===== config.mk =====
export PLATFORM = sky130hd
export DESIGN_NAME = bz_worm_arbiter
export DESIGN_NICKNAME = d
export VERILOG_FILES = /design/src/rtl/bz_router_pkg.sv /design/src/rtl/rr_select.sv /design/src/rtl/bz_worm_arbiter.sv
export SDC_FILE = /design/constraint.sdc
export NUM_CORES = 1
export LEC_CHECK = 0
export BUFFER_PORTS_ARGS = -buffer_cell sky130_fd_sc_hd__buf_2
export CORE_MARGIN = 1.5
export CORE_UTILIZATION = 34
export CTS_BUF_LIST = sky130_fd_sc_hd__clkbuf_16
export CTS_CLUSTER_SIZE = 8
export DETAILED_ROUTE_END_ITERATION = 10
export PLACE_DENSITY_LB_ADDON = 0.08
export SETUP_SLACK_MARGIN = 0.15
export SLEW_MARGIN = 25
export SYNTH_ARGS = -nofsm -noshare
export SYNTH_HDL_FRONTEND = slang
export SYNTH_SLANG_ARGS = --single-unit

===== constraint.sdc =====
create_clock -name clk -period 1.7 [get_ports clk]
set_input_delay 0.34 -clock clk [delete_from_list [all_inputs] [get_ports clk]]
set_output_delay 0.34 -clock clk [all_outputs]
set_load 0.02 [all_outputs]

===== src/rtl/bz_router_pkg.sv =====
// Shared router definitions: flit layout, worm packet geometry and the
// arbiter state encoding used by the worm arbiters.
package bz_router_pkg;

  localparam int NFLIT      = 11;
  localparam int TAIL_BIT   = 0;
  localparam int NDATAFLITS = 3;

  typedef struct packed {
    logic [9:0] payload;
    logic       tail;
  } flit_t;

  typedef enum logic {
    ARB_IDLE,
    ARB_LOCKED
  } arb_state_t;

endpackage


===== src/rtl/rr_select.sv =====
// Combinational round-robin picker: returns the first requester found when
// scanning upward from last+1, wrapping modulo N (N need not be a power of 2).
module rr_select #(
  parameter int N = 4
) (
  input  logic [N-1:0]         req,
  input  logic [$clog2(N)-1:0] last,
  output logic                 found,
  output logic [$clog2(N)-1:0] idx
);

  localparam int IW = $clog2(N);

  int pos;

  always_comb begin
    found = 1'b0;
    idx   = '0;
    pos   = 0;
    for (int k = 1; k <= N; k++) begin
      pos = (int'(last) + k) % N;
      if (!found && req[IW'(pos)]) begin
        found = 1'b1;
        idx   = IW'(pos);
      end
    end
  end

endmodule


===== src/rtl/bz_worm_arbiter.sv =====
// Worm-locking round-robin arbiter: multiplexes NPORTS show-ahead router FIFOs
// onto one deserializer input, holding each grant from header to final tail.
module bz_worm_arbiter #(
  parameter int NPORTS     = 4,
  parameter int NFLIT      = bz_router_pkg::NFLIT,
  parameter int NDATAFLITS = bz_router_pkg::NDATAFLITS
) (
  input  logic                      clk,
  input  logic                      reset,
  input  logic [NPORTS-1:0]         port_enable,
  input  logic [NPORTS-1:0]         fifo_isempty,
  input  logic [NPORTS*NFLIT-1:0]   fifo_data,
  output logic [NPORTS-1:0]         fifo_rdreq,
  output logic                      out_isempty,
  output logic [NFLIT-1:0]          out_data,
  input  logic                      out_rdreq,
  output logic                      grant_valid,
  output logic [$clog2(NPORTS)-1:0] grant_idx
);

  import bz_router_pkg::*;

  localparam int GW = $clog2(NPORTS);
  localparam int CW = $clog2(NDATAFLITS + 1);
  localparam logic [CW-1:0] LAST_DATA = CW'(NDATAFLITS);

  arb_state_t        state_reg;
  logic [GW-1:0]     grant_reg;
  logic [GW-1:0]     last_reg;
  logic [CW-1:0]     cnt_reg;

  logic [NPORTS-1:0] req;
  logic              found;
  logic [GW-1:0]     pick;
  logic [NFLIT-1:0]  head [NPORTS];
  logic              locked;
  logic              xfer;
  logic              tail;

  genvar gi;
  generate
    for (gi = 0; gi < NPORTS; gi++) begin : g_port
      assign head[gi]       = fifo_data[gi*NFLIT +: NFLIT];
      assign req[gi]        = !fifo_isempty[gi] && port_enable[gi];
      assign fifo_rdreq[gi] = locked && (grant_reg == GW'(gi)) &&
                              out_rdreq && !fifo_isempty[gi];
    end
  endgenerate

  rr_select #(
    .N(NPORTS)
  ) u_pick (
    .req  (req),
    .last (last_reg),
    .found(found),
    .idx  (pick)
  );

  // The locked port's FIFO is passed straight through so a bubble upstream
  // appears to the deserializer as plain emptiness.
  assign locked      = (state_reg == ARB_LOCKED);
  assign out_isempty = locked ? fifo_isempty[grant_reg] : 1'b1;
  assign out_data    = locked ? head[grant_reg] : '0;
  assign xfer        = out_rdreq && !out_isempty;
  assign tail        = head[grant_reg][TAIL_BIT];
  assign grant_valid = locked;
  assign grant_idx   = grant_reg;

  always_ff @(posedge clk) begin
    if (!reset) begin
      state_reg <= ARB_IDLE;
      cnt_reg   <= '0;
      grant_reg <= '0;
      last_reg  <= GW'(NPORTS - 1);
    end else begin
      case (state_reg)
        ARB_IDLE: begin
          if (found) begin
            state_reg <= ARB_LOCKED;
            grant_reg <= pick;
            cnt_reg   <= '0;
          end
        end
        ARB_LOCKED: begin
          // Tail is only meaningful on the last data flit of a packet.
          if (xfer) begin
            if (cnt_reg != LAST_DATA) begin
              cnt_reg <= cnt_reg + 1'b1;
            end else if (tail) begin
              state_reg <= ARB_IDLE;
              last_reg  <= grant_reg;
              cnt_reg   <= '0;
            end else begin
              cnt_reg <= CW'(1);
            end
          end
        end
        default: state_reg <= ARB_IDLE;
      endcase
    end
  end

endmodule

Yosys cells after proc, flatten, opt, wreduce, memory -nomap -nowiden:

Index checks and enable logic that the tools add are counted.

* multiplexer cells: 37
* reduce and logical (&&, ||, !) cells: 32
* add/sub/neg operators: 5
* magnitude comparators: 6
* equal/unequal tests: 6
* bitwise logic cells: 3

Operators with widths (count)
* 2-to-1 mux 11 bit: 3
* binary-select mux 11 bit (select 2 bit): 1
* logical AND 1 bit: 20
* 2-to-1 mux 1 bit: 19
* less-than comparator 2 x 4 -> 1 bit, second input constant: 4
* 2-to-1 mux 2 bit: 7
* binary-select mux 1 bit (select 2 bit): 5
* zero test 1 bit: 8
* adder 2 x 1 -> 2 bit, second input constant: 3
* adder 2 bit, second input constant: 2
* == test 2 bit, second input constant: 2
* != test 2 bit, second input constant: 2
* case mux 2 bit (2 select lines): 1
* AND reduction 2 bit: 2
* AND reduction 4 bit: 1
* greater-or-equal comparator 3 bit, second input constant: 1
* less-than comparator 2 x 3 -> 1 bit, second input constant: 1
* NOT 2 -> 3 bit: 1
* == test 2 x 1 -> 1 bit, second input constant: 1
* zero test 2 bit: 1
* != test 2 x 1 -> 1 bit, second input constant: 1
* NOT 1 bit: 2
* case mux 1 bit (2 select lines): 1

* bits of input ports: 55
* register bits after elaboration: 7

Longest topological paths before layout:

Gate-level depths: netlist (run 1).

* depth in word-level cells: 17
* gate-level depth with buffers: 5

Modules after synthesis:

A second synthesis (run 1) with hierarchy kept.

* cells, all modules: 91
* area, all modules: 880.8 sq um

Modules (own cells, without submodules)
* bz_worm_arbiter: times used 1, area an instance 789.5 sq um, cells an instance 77, seq. area each 140.1 sq um
* rr_select: times used 1, area an instance 91.3 sq um, cells an instance 14, seq. area each 0.0 sq um

Worst setup path after synthesis (run 1):

Ideal clock, no wire load.

* kind: reg-to-output
* start: register grant_reg[0], in the netlist grant_idx[0]
* end: output port fifo_rdreq[1]
* path buffers: 2
* stages on the path, launching flop included: 4
* data arrival time: 1.734 ns
* slack: -0.374 ns
* path through: dfxtp_1 -> buf_2 -> buf_2 -> nor4b_1

* word-level cells in the longest chain between the ends: 4

RTL lines
* start, declared: RTL line bz_worm_arbiter.sv:28 `logic [GW-1:0] grant_reg;`
* start signal, assigned: RTL line bz_worm_arbiter.sv:80 `grant_reg <= pick;`
* == test 2 x 1 -> 1 bit: RTL line bz_worm_arbiter.sv:45 `assign fifo_rdreq[gi] = locked && (grant_reg == GW'(gi)) &&`
* logical AND 1 bit (2 in a row): RTL line bz_worm_arbiter.sv:45
* logical AND 1 bit: RTL line bz_worm_arbiter.sv:46 `out_rdreq && !fifo_isempty[gi];`
* end, declared: RTL line bz_worm_arbiter.sv:13 `output logic [NPORTS-1:0] fifo_rdreq,`

No other way between the ends.

Worst setup path in the final report (run 1):

* start: register grant_reg[0], in the netlist grant_idx[0]
* end: output port out_data[8]

* word-level cells in the longest chain between the ends: 5

RTL lines
* NOT 2 -> 3 bit (implied by the code): RTL line bz_worm_arbiter.sv:63 `assign out_data = locked ? head[grant_reg] : '0;`
* binary-select mux 11 bit (select 2 bit): RTL line bz_worm_arbiter.sv:63
* 2-to-1 mux 11 bit (2 in a row)
* 2-to-1 mux 11 bit: RTL line bz_worm_arbiter.sv:63
* end, declared: RTL line bz_worm_arbiter.sv:15 `output logic [NFLIT-1:0] out_data,`

No other way between the ends. The select of a mux whose other input is x is not followed.

==> impl_metrics.csv, run 1 <==
group,metric,value,unit
finish,finalNonFillerCells,203,
cts,cts.sinks,7,
setup_path,path_cells,"buf_12, mux4_2, and2_4, buf_6",
setup_path,max_stage_delay,0.49,ns
place,hpwl,2240,um
grt,grt_util_met3,0.0508,
cts,clk_pin_slew,0.04,ns
setup_path,critPathMaxFanout,6,
floorplanning,rows,17,
setup_path,r2r_slack,-0.03,ns
timing,hold_violations,0,
routing,via_per_inst,5.27,
yosys,synthesis.nets,143,
finish,syn2layout_area_growth,98.7,%
yosys,synth_cells,87,
pwr,p_int,761,uW
timing,worst_pin_slew,0.291,ns
pwr,p_per_area,618,mW/mm^2
setup_path,endpoint_kind,"output pin",
floorplanning,die_area,0.00282,mm^2
setup_path,criticalPathCategory,"flip-flop to output pin",
pwr,p_switching,289,uW
routing,drc,0,
outcome,violations,"setup timing",
grt,antenna_found_initial,0,
finish,diodes,0,
place,gp_congestion,0.743,
setup_path,slowest_stage,"mux4_2",
finish,finalNetCount,232,
worst_hold_path,holdPathStages,2,
worst_hold_path,holdPathEnd,"last_reg[0]",
yosys,synthesis.area,855,um^2
finish,drive_gt1_frac,0.754,
timing,drv_slew,0,
grt,grt-ovfl-total,0,
cts,cts_root_buffer,"clkbuf_16",
pwr,switching_share,0.275,
yosys,yosysWarnings,0,
cts,cts_tree,"yes",
timing,min_period,1.90,ns
cts,clk_latency,0.23,ns
routing,wire_per_inst,14.7,um
cts,numCtsBuffers,3,
grt,grt.total_usage,0.223,
routing,ant_nets,0,
pwr,ir_worst_vdd,0.610,mV
setup_path,r2r-end,"last_reg[0]",
cts,cts_hold_buf,0,
cts,htree_levels,1,
floorplanning,fp.dieW,53.1,um
routing,vias,1069,
grt,grt_util_met1,0.228,
worst_hold_path,min_from,"reset",
floorplanning,coreArea,0.00230,mm^2
timing,setup-violations-final,14,
pwr,pwr-share-seq,0.181,
routing,first_pass_iters,4,
place,portBuffers,73,
run,drv_cap,0,
yosys,ys_types,34,
floorplanning,start_util,0.372,
floorplanning,die_height,53.1,um
timing,max_freq,528,MHz
setup_path,timing.rr.start,"grant_idx[1]",
grt,grt_max_degree,17,
setup_path,cp.required,1.36,ns
worst_hold_path,min_path_type,"primary input to flip-flop",
pwr,p_comb_frac,0.444,
grt,busiest_layer,"met2",
yosys,synth_top_area_cell,"mux4_2",
timing,min_period_over_period,1.11,
grt,grt_pass1_vias,1070,
grt,use_met2,0.427,
timing,rsz0062_at_grt,"true",
pwr,p_clk_frac,0.375,
floorplanning,ios,74,
routing,drt-initial-drc-count,12,
setup_path,arrival,1.56,ns
setup_path,reg2regPathDepth,5,
timing,setup_ws,-0.195,ns
cts,clk_path_buf_depth,2,
yosys,synth_top_cell_area_share,0.316,
yosys,synth_top_cells_by_area,"mux4_2, dfxtp_1, and2_1, nand2b_1, nand3_1",
routing,detail_route.wirelength,2990,um
outcome,status,"complete, but fails checks",
finish,final_core_util,0.739,
yosys,ys_ff_latch,7,
setup_path,crit_path_start_kind,"flip-flop",
timing,maxSlewHeadroom,0.805,
timing,hold-worst-slack,0.380,ns
timing,fin_skew,0.00293,ns
yosys,syn_avg_cell_area,9.82,um^2
place,dp_cells,192,
yosys,yosysSeqAreaShare,0.164,
pwr,leakage,0.000764,uW
grt,grt_pass1_wl,4590,um
==> stage by stage <==
stage / power [uW] / cell area (um^2) / TNS [ns] / worst slack, ns
after floorplan: 423 / 948 / 0 / 0.0112
after CTS: 1040 / 1670 / -1.73 / -0.181
after global routing: 1100 / 1700 / -2.44 / -0.233
final: 1050 / 1700 / -1.80 / -0.195
after global placement: 541 / 1370 / -0.0219 / -0.0159
after detailed placement: 547 / 1370 / -0.0289 / -0.0220
==> power by group through the flow <==
stage | Combinational [uW] | Sequential, uW | Clock, uW
after floorplan | 234 | 189 | 0
final | 466 | 190 | 393
after global routing | 495 | 192 | 413
after detailed placement | 347 | 201 | 0
after CTS | 456 | 189 | 392
after global placement | 341 | 200 | 0
==> synthesized netlist by cell type <==
library cell  number
nor4b_1            1
nand3_1            5
a41oi_1            1
o21ai_0            1
nor2b_1            3
o21ai_1            1
nor2_2             1
a21boi_1           1
nand2b_1           8
a21o_1             1
nand2_1            5
a22oi_1            1
nor4b_4            1
o21a_1             1
nor3_1             1
nor2_1             2
nand4_1            2
buf_2              2
and2_1            11
mux2i_1            2
buf_6              1
nor3b_1            2
o31ai_1            2
and3_1             1
o32ai_1            1
nor4_1             1
clkbuf_1           3
inv_1              1
mux4_2            12
mux2_2             1
ha_1               1
a21oi_1            2
dfxtp_1            7
o221ai_1           1
==> cell families after synthesis <==
| kind of cell | synth area share |
|---|---|
| AO/OA/AOI/OAI | 0.107 |
| adder cells (fa/ha/maj) | 0.0146 |
| buffers and inverters | 0.0425 |
| flip-flops | 0.164 |
| multiplexers | 0.353 |
| AND/OR/NAND/NOR | 0.319 |
==> cells in the final DEF (no fill, tap or decap), types with 2 or more instances in the layout <==
master / n
and2_4: 11
buf_4: 12
nand2_1: 4
nor2b_1: 3
nand3_1: 3
nor2_1: 2
dfxtp_4: 2
buf_6: 18
buf_2: 57
mux2i_1: 2
nand4_1: 2
dfxtp_1: 4
clkbuf_16: 3
inv_1: 2
o31ai_1: 2
mux4_2: 12
nand2b_1: 7
a21oi_1: 2
nor4b_4: 2
nand3_2: 2
buf_12: 3
==> per-layer routing <==
layer,wire length (um),part of all wire
met1,1160,0.39
met2,1590,0.53
met3,230,0.077
met4,18,0.0060
met5,0,0
==> final cells by class <==
| class | instances | area, um^2 |
|---|---|---|
| timing repair buffer | 90 | 638 |
| clock buffer | 3 | 75.1 |
| sequential | 7 | 149 |
| inverter | 1 | 3.75 |
| fill | 166 | 599 |
| tap | 28 | 35.0 |
| clock inverter | 1 | 3.75 |
| multi-input combinational | 73 | 793 |
==> worst max path at each step <==
stage	start	end	slack (ns)	cells past startpoint
final	grant_idx[0]	out_data[8]	-0.20	4
after global routing	grant_idx[0]	out_data[8]	-0.23	4
after CTS	grant_idx[0]	out_data[7]	-0.18	4
after detailed placement	grant_idx[0]	out_data[0]	-0.02	3
after global placement	grant_idx[0]	out_data[0]	-0.02	3
after floorplan	grant_idx[1]	last_reg[0]	0.01	5
==> worst max-delay path, delay by kind of cell, from the launching register on <==
family        cells  cell delay (ns)
buf+inv           2             0.25
simple gates      1             0.17
mux               1             0.49
flops             1             0.40
==> repair_timing <==
item | 4_1_cts | 5_1_grt
endpoints found under the setup margin | 19 | 21
setup buffers | 7 | 0
pin swaps | 13 | 5
gates resized for setup | 42 | 6
(Power assumes the default switching activity.)
==> run 2: changes to the inputs <==
==> constraint.sdc (replaced) <==
create_clock -name clk -period 1.7 [get_ports clk]
set_input_delay 0.17 -clock clk [delete_from_list [all_inputs] [get_ports clk]]
set_output_delay 0.17 -clock clk [all_outputs]
set_load 0.02 [all_outputs]
==> impl_metrics.csv, run 2 (synthesis gave the netlist of run 1 again) <==
group,metric,value,unit
outcome,violations,"setup timing",
setup_path,endpoint_kind,"output pin",
timing,maxSlewHeadroom,0.823,
timing,max_freq,584,MHz
grt,grt_pass1_wl,4040,um
routing,detail_route.wirelength,2700,um
finish,finalNetCount,226,
place,gp_congestion,0.742,
timing,finalSetupTns,-0.0441,ns
finish,diodes,0,
finish,register_area,149,um^2
setup_path,r2r_slack,0.10,ns
routing,via_per_inst,5.30,
timing,rsz0062_at_grt,"true",
finish,fillerInstances,184,
grt,grt_pass1_vias,999,
floorplanning,die_area,0.00282,mm^2
run,drv_cap,0,
setup_path,r2r-end,"last_reg[0]",
setup_path,arrival,1.54,ns
timing,min_period_over_period,1.01,
finish,layout_common_cells,"buf_2, buf_6, mux4_2, and2_4",
routing,drt-initial-drc-count,15,
timing,fin_skew,0.00111,ns
place,pre_cts_slack,0.0934,ns
place,hpwl,2140,um
worst_hold_path,min_path_type,"primary input to flip-flop",
timing,setup-violations-final,6,
finish,multi_input_area,744,um^2
grt,grt-ovfl-total,0,
pwr,leakage,0.000709,uW
cts,cts.sinks,7,
cts,cts_tree,"yes",
cts,clk_latency,0.23,ns
routing,first_pass_iters,4,
floorplanning,rows,17,
setup_path,reg2regPathDepth,5,
cts,htree_levels,1,
routing,vias,1045,
floorplanning,die_height,53.1,um
pwr,ir_worst_vdd,0.635,mV
timing,hold_violations,0,
floorplanning,fp.dieW,53.1,um
pwr,fin_total_pwr,1010,uW
pwr,p_per_area,647,mW/mm^2
cts,cts_root_buffer,"clkbuf_16",
cts,cts_hold_buf,0,
cts,clk_pin_slew,0.04,ns
timing,drv_slew,0,
place,portBuffers,73,
timing,worst_pin_slew,0.264,ns
timing,min_period,1.71,ns
floorplanning,coreArea,0.00230,mm^2
floorplanning,ios,74,
cts,numCtsBuffers,3,
setup_path,timing.rr.start,"grant_idx[0]",
finish,syn2layout_area_growth,82.6,%
cts,clk_path_buf_depth,2,
setup_path,crit_path_start_kind,"flip-flop",
timing,setup_ws,-0.0113,ns
routing,ant_nets,0,
worst_hold_path,min_from,"reset",
setup_path,criticalPathCategory,"flip-flop to output pin",
worst_hold_path,holdPathStages,2,
setup_path,cp.required,1.53,ns
routing,wire_per_inst,13.7,um
finish,final_common_cell,"buf_2",
grt,grt_max_degree,18,
grt,antenna_found_initial,0,
setup_path,critPathMaxFanout,8,
worst_hold_path,holdPathEnd,"last_reg[0]",
routing,drc,0,
grt,grt.total_usage,0.200,
floorplanning,start_util,0.372,
outcome,status,"complete, but fails checks",
finish,drive_gt1_frac,0.716,
==> run 2: cell types whose count changed in the layout (fill, tap and decap cells not counted), moves of 2 or more <==
cell | before | now
buf_12 | 3 | 1
buf_2 | 57 | 60
nand3_1 | 3 | 5
nand3_2 | 2 | 0
buf_4 | 12 | 8
buf_6 | 18 | 15
==> run 2: where the power goes <==
group / switching (uW) / total, uW / internal (uW)
Clock: 93.8 / 400 / 306
Sequential: 15.1 / 188 / 173
Combinational: 170 / 422 / 253
==> run 2: metrics by stage <==
stage          cell area (um^2)  instances  hold WS [ns]   util
2_1_floorplan               893         87         0.391      -
3_3_place_gp               1320        190         0.413  0.574
3_5_place_dp               1320        190         0.422  0.574
4_1_cts                    1500        196         0.182  0.653
5_1_grt                    1560        197         0.202  0.679
6_report                   1560        197         0.176  0.679
==> run 2: repair_timing <==
action / in CTS / in global routing
pin swaps: 9 / 5
endpoints found under the hold margin: 0 / 0
cloned: 0 / 0
setup buffers: 2 / 1
gates resized for setup: 30 / 15
setup endpoints to repair: 13 / 18
==> run 2: final cells by class <==
class	count	share of cell area
Multi-Input combinational cell	73	0.477
Timing Repair Buffer	84	0.352
Sequential cell	7	0.0954
Clock buffer	3	0.0481
Tap cell	28	0.0225
Clock inverter	1	0.00241
Inverter	1	0.00241
==> run 2: critical path, stage by stage, from the launching register on <==
cell     delay, ns
dfxtp_4       0.41
buf_12        0.14
mux4_2        0.48
and2_4        0.15
buf_6         0.12
==> run 2: worst max path at each step <==
stage                             from           end  slack, ns  cells past startpoint
after floorplan           grant_idx[1]   last_reg[0]       0.01                      5
after global placement    grant_idx[0]  out_data[10]       0.12                      4
after detailed placement  grant_idx[0]   out_data[8]       0.09                      4
after CTS                 grant_idx[0]   out_data[5]      -0.03                      4
after global routing      grant_idx[0]   out_data[5]      -0.07                      4
final                     grant_idx[0]   out_data[5]      -0.01                      4
==> run 2: per-layer routing <==
metal / global-route usage / vias to the layer above / wire length, um
met2: 0.381 / 43 / 1410
met4: 0.103 / 0 / 61
met1: 0.195 / 494 / 989
met5: 0 / - / 0
met3: 0.0480 / 7 / 247
li1: - / 501 / -
